[src/rtl/imem_boot_loader.sv]
// Boot loader: clears instruction memory, assembles IN_WIDTH-bit beats into words,
// writes them from address 0, verifies an XOR checksum and releases the core.
module imem_boot_loader #(
  parameter int PC_SIZE     = 10,
  parameter int INSTR_WIDTH = 32,
  parameter int IN_WIDTH    = 8
) (
  input  logic                   clock,
  input  logic                   reset,
  input  logic                   start,
  input  logic [PC_SIZE:0]       len,
  input  logic [IN_WIDTH-1:0]    in_data,
  input  logic                   in_valid,
  output logic                   in_ready,
  output logic                   imem_clear,
  output logic                   imem_we,
  output logic [PC_SIZE-1:0]     imem_addr,
  output logic [INSTR_WIDTH-1:0] imem_data,
  output logic                   core_reset,
  output logic [PC_SIZE:0]       words_loaded,
  output logic                   done,
  output logic                   error
);

  localparam int BEATS = INSTR_WIDTH / IN_WIDTH;
  localparam int BCW   = (BEATS > 1) ? $clog2(BEATS) : 1;
  localparam logic [PC_SIZE:0] DEPTH     = {1'b1, {PC_SIZE{1'b0}}};
  localparam logic [BCW-1:0]   LAST_BEAT = BCW'(BEATS - 1);

  typedef enum logic [2:0] {IDLE, CLEAR, LOAD, WRITE, CHECK, RUN, ERROR} state_t;
  state_t state, state_nx;

  logic [PC_SIZE:0]       len_q;
  logic [BCW-1:0]         beat_cnt;
  logic [INSTR_WIDTH-1:0] sreg, csum, word_nx;
  logic                   beat_acc, last_beat, start_ok;

  assign beat_acc  = in_valid & in_ready;
  assign last_beat = beat_acc && (beat_cnt == LAST_BEAT);
  assign start_ok  = start && (state == IDLE || state == RUN || state == ERROR);

  // Beats shift in from the top so the first beat ends up in the LSBs.
  generate
    if (BEATS == 1) begin : g_single
      assign word_nx = in_data;
    end else begin : g_multi
      assign word_nx = {in_data, sreg[INSTR_WIDTH-1:IN_WIDTH]};
    end
  endgenerate

  always_ff @(posedge clock or negedge reset) begin
    if (!reset) state <= IDLE;
    else        state <= state_nx;
  end

  always_comb begin
    state_nx = state;
    case (state)
      IDLE, RUN, ERROR: if (start) state_nx = (len > DEPTH) ? ERROR : CLEAR;
      CLEAR:            state_nx = LOAD;
      LOAD:             if (last_beat) state_nx = (words_loaded < len_q) ? WRITE : CHECK;
      WRITE:            state_nx = LOAD;
      CHECK:            state_nx = (sreg == csum) ? RUN : ERROR;
      default:          state_nx = IDLE;
    endcase
  end

  // Outputs are decoded from the next state so they are registered and Moore.
  always_ff @(posedge clock or negedge reset) begin
    if (!reset) begin
      in_ready     <= 1'b0;
      imem_clear   <= 1'b0;
      imem_we      <= 1'b0;
      imem_addr    <= '0;
      imem_data    <= '0;
      core_reset   <= 1'b1;
      words_loaded <= '0;
      done         <= 1'b0;
      error        <= 1'b0;
      len_q        <= '0;
      beat_cnt     <= '0;
      sreg         <= '0;
      csum         <= '0;
    end else begin
      in_ready   <= (state_nx == LOAD);
      imem_clear <= (state_nx == CLEAR);
      imem_we    <= (state_nx == WRITE);
      core_reset <= (state_nx != RUN);
      done       <= (state_nx == RUN);
      error      <= (state_nx == ERROR);
      if (start_ok) begin
        len_q        <= len;
        beat_cnt     <= '0;
        sreg         <= '0;
        csum         <= '0;
        words_loaded <= '0;
        imem_addr    <= '0;
        imem_data    <= '0;
      end else begin
        if (beat_acc) begin
          sreg     <= word_nx;
          beat_cnt <= last_beat ? '0 : beat_cnt + BCW'(1);
        end
        // Address uses the pre-increment count, so len=DEPTH ends at DEPTH-1.
        if (state == LOAD && state_nx == WRITE) begin
          imem_addr    <= words_loaded[PC_SIZE-1:0];
          imem_data    <= word_nx;
          csum         <= csum ^ word_nx;
          words_loaded <= words_loaded + (PC_SIZE+1)'(1);
        end
      end
    end
  end

endmodule
[config.mk]
export PLATFORM = sky130hd
export DESIGN_NAME = imem_boot_loader
export DESIGN_NICKNAME = d
export VERILOG_FILES = /design/src/rtl/imem_boot_loader.sv
export SDC_FILE = /design/constraint.sdc
export NUM_CORES = 1
export LEC_CHECK = 0
export CORE_MARGIN = 2
export CORE_UTILIZATION = 55
export DETAILED_ROUTE_END_ITERATION = 10
export PLACE_DENSITY = 0.8
export SLEW_MARGIN = 20
export SYNTH_ARGS = -nofsm -noshare
export SYNTH_HDL_FRONTEND = slang
export SYNTH_SLANG_ARGS = --single-unit
[constraint.sdc]
create_clock -name clock -period 6.7 [get_ports clock]
set_clock_uncertainty 0.15 [all_clocks]
set_input_delay 1.34 -clock clock [delete_from_list [all_inputs] [get_ports clock]]
set_output_delay 1.34 -clock clock [all_outputs]
set_load 0.005 [all_outputs]
==> summary.md <==
| Metric | Value |
|---|---|
| Hold Path Class | reg -> reg |
| CTS sink count | 139 |
| Power density over the cells | 345 nW/um^2 |
| Fin nets | 799 |
| Syn Nets | 727 |
| Total design power | 2700 uW |
| RePlAce Congestion | 0.880 |
| Slowest stage cell, crit path | nand2b_4 |
| Die Ht | 111 microns |
| Max cap viols | 0 |
| CTS clk-pin slew, worst paths | 0.06 ns |
| Post-route ant nets | 0 |
| Post-CTS Resized | 0 |
| Final min period | 4.37 ns |
| Crit-path cells | clkdlybuf4s50_1, and2_1, buf_4, nand2_1, nor3_2, nand2b_4, inv_2, buf_4, nand4_1, xor2_1, nor2_1 |
| Avg WL per Cell | 16.9 microns |
| Synthesized flop and latch total | 139 |
| Crit Path Class | in -> reg |
| Worst setup SP type | input pin |
| Hold Slack | 0.330 ns |
| Final hold vios | 0 |
| Die W | 111 microns |
| Worst-path maximum fanout | 75 |
| Critical Path RT | 6.89 ns |
| Vias | 5,336 |
| Worst-Margin Slew | 0.841 ns |
| Area added between synthesis and finish | 24.3% |
| Register area share after synthesis | 55.2% |
| CTS tree | built |
| Maximum vdd ir drop | 0.000217 V |
| Row Count | 39 |
| # Post-CTS Setup Buffers | 0 |
| Share of layout cells above drive strength 1 | 6.95% |
| Setup violators final | 0 |
| Initial antenna violation count | 0 |
| DP HPWL | 9860 microns |
| Vias in the first global route | 5,398 |
| # diodes | 0 |
| First-pass GRT wire length | 26,200 microns |
| Cells after synthesis | 692 |
| Starting density of the core | 55.9% |
| Synth Warn # | 0 |
| Crit path capture type | flop |
| Critical path's largest stage delay | 0.51 ns |
| Num CTS Buffers | 17 |
| CTS Root Cell | clkbuf_16 |
| Mean number of vias per cell | 5.80 |
| Largest net degree at the start of global routing | 81 |
| Ports | 82 |
| Setup TNS | 0 ns |
| Clock buffer depth | 2 |
| Slew margin rel. | 44.0% |
| Final Cycle Share | 65.2% |
| Drt total wl | 15,500 microns |
| Status | complete, no violations |
| Buffers on Ports | 81 |
| Synth Cell Area | 6300 sq um |
| Most numerous cell on the critical path | buf_4 |
| RSZ-0062 raised after global routing | false |
| Static leakage | 0.00375 uW |
| H-Tree Depth | 4 |
| Worst-Skew Late Latency | 0.42 ns |
| Post-synthesis cell type count | 51 |
| Die area | 12,300 sq um |
| Mean Syn Cell Area | 9.10 sq um |
| Critical path arrival | 4.56 ns |
| First-pass DRT Iterations | 5 |
| Total GRT Usage | 26.5% |
| Post-CTS Hold Fix Bufs | 0 |
| Iteration-0 DRC Markers | 399 |
| Residual overflow from global routing | 0 |
| Pins over their slew limit | 0 |
| Core ar. | 11,300 sq um |
| DRC Markers | 0 |
| Final core utilization | 69.5% |
| F_max | 229 MHz |
final cells by class:
cell class	count	area [sq um]
timing repair buffer	89	900
inverter	16	60.1
clock buffer	21	470
tap	143	179
multi-input combinational	501	2600
sequential	139	3480
clock inverter	11	143
fill	821	3440
where the power goes:
group	internal (uW)	total [uW]	leakage (uW)	switching, uW
Combinational	234	639	0.00156	405
Sequential	965	1100	0.00190	132
Clock	612	964	0.000287	352
per-stage QoR:
step,worst slack (ns),area [sq um],cells
final,2.33,7830,920
after global routing,2.01,7830,920
after CTS,2.35,7830,920
after detailed placement,1.98,7220,888
after global placement,2.10,7170,886
after floorplan,3.74,6300,692
sequential cells by signal (all words and copies together), names as in the netlist, 2 cells and up:
register	flops
imem_addr	10
len_q	11
beat_cnt	2
words_loaded	11
sreg	32
csum	32
imem_data	32
state	3
cell usage after synthesis (all sizes together):
master / instances / area, sq um
nand2: 183 / 687
dfrtp: 138 / 3450
o21ai: 79 / 399
a21oi: 69 / 349
nor2: 52 / 198
xor2: 40 / 350
buf: 19 / 106
clkbuf: 17 / 63.8
inv: 15 / 56.3
nand3: 14 / 70.1
ha: 12 / 150
nand4: 9 / 56.3
nor4: 9 / 62.6
nor3: 4 / 25.0
a21boi: 2 / 15.0
a31oi: 2 / 12.5
and2: 2 / 12.5
and3: 2 / 13.8
nand2b: 2 / 22.5
nor2b: 2 / 12.5
o211ai: 2 / 15.0
a2111o: 1 / 11.3
a211o: 1 / 8.76
a211oi: 1 / 7.51
a41oi: 1 / 8.76
clkinv: 1 / 3.75
dfstp: 1 / 26.3
maj3: 1 / 10.0
mux2i: 1 / 10.0
nand3b: 1 / 7.51
nor3b: 1 / 7.51
o21bai: 1 / 7.51
o221a: 1 / 11.3
o221ai: 1 / 8.76
o31ai: 1 / 7.51
or2b: 1 / 7.51
or3: 1 / 7.51
or4: 1 / 7.51
xnor2: 1 / 8.76
worst max-delay path: cells and delay by family:
kind,cells,cell delay [ns]
buf+inv,4,1.68
simple gates,6,1.32
xor+xnor,1,0.17
per-layer routing:
metal	routed length, microns	part of all wire [%]	GRT usage, %	up-vias
met4	376	2.4	10.1	0
met3	946	6.1	6.40	38
met1	6400	41	34.8	2595
met5	0	0	0	-
met2	7800	50	43.0	229
li1	-	-	-	2474
path summary, 6_finish.rpt:
check | from | to | slack (ns) | cells after the start
hold / removal | len_q[0]$_DFFE_PN0P_ | len_q[0]$_DFFE_PN0P_ | 0.33 | 2
min in group asynchronous | reset | imem_we$_DFF_PN0_ | 0.80 | 1
setup / recovery | in_valid | words_loaded[7]$_DFFE_PN0P_ | 2.33 | 11
setup reg to reg | words_loaded[9]$_DFFE_PN0P_ | words_loaded[4]$_DFFE_PN0P_ | 3.05 | 10
hold reg to reg | len_q[0]$_DFFE_PN0P_ | len_q[0]$_DFFE_PN0P_ | 0.33 | 2
max in group asynchronous | reset | csum[17]$_DFFE_PN0P_ | 4.39 | 2
cells by family (layout without fill, tap and decap cells):
logic type / Yosys count / after routing / synth area share, %
mux: 1 / 1 / 0.159
xor+xnor: 41 / 41 / 5.70
compound gates: 162 / 162 / 13.7
fa+ha+maj: 13 / 13 / 2.54
buf+inv: 52 / 137 / 3.65
simple gates: 284 / 284 / 19.0
flops: 139 / 139 / 55.2
cell usage in the layout, fill, tap and decap left out, types with 12 or more instances in the layout:
| master | count |
|---|---|
| inv_1 | 14 |
| ha_1 | 12 |
| o21ai_1 | 27 |
| a21oi_1 | 68 |
| clkdlybuf4s50_1 | 80 |
| nand3_1 | 14 |
| o21ai_0 | 51 |
| xor2_1 | 40 |
| dfrtp_1 | 138 |
| nor2_1 | 50 |
| clkbuf_16 | 17 |
| nand2_1 | 182 |
Power figures use the tool's default switching activity.
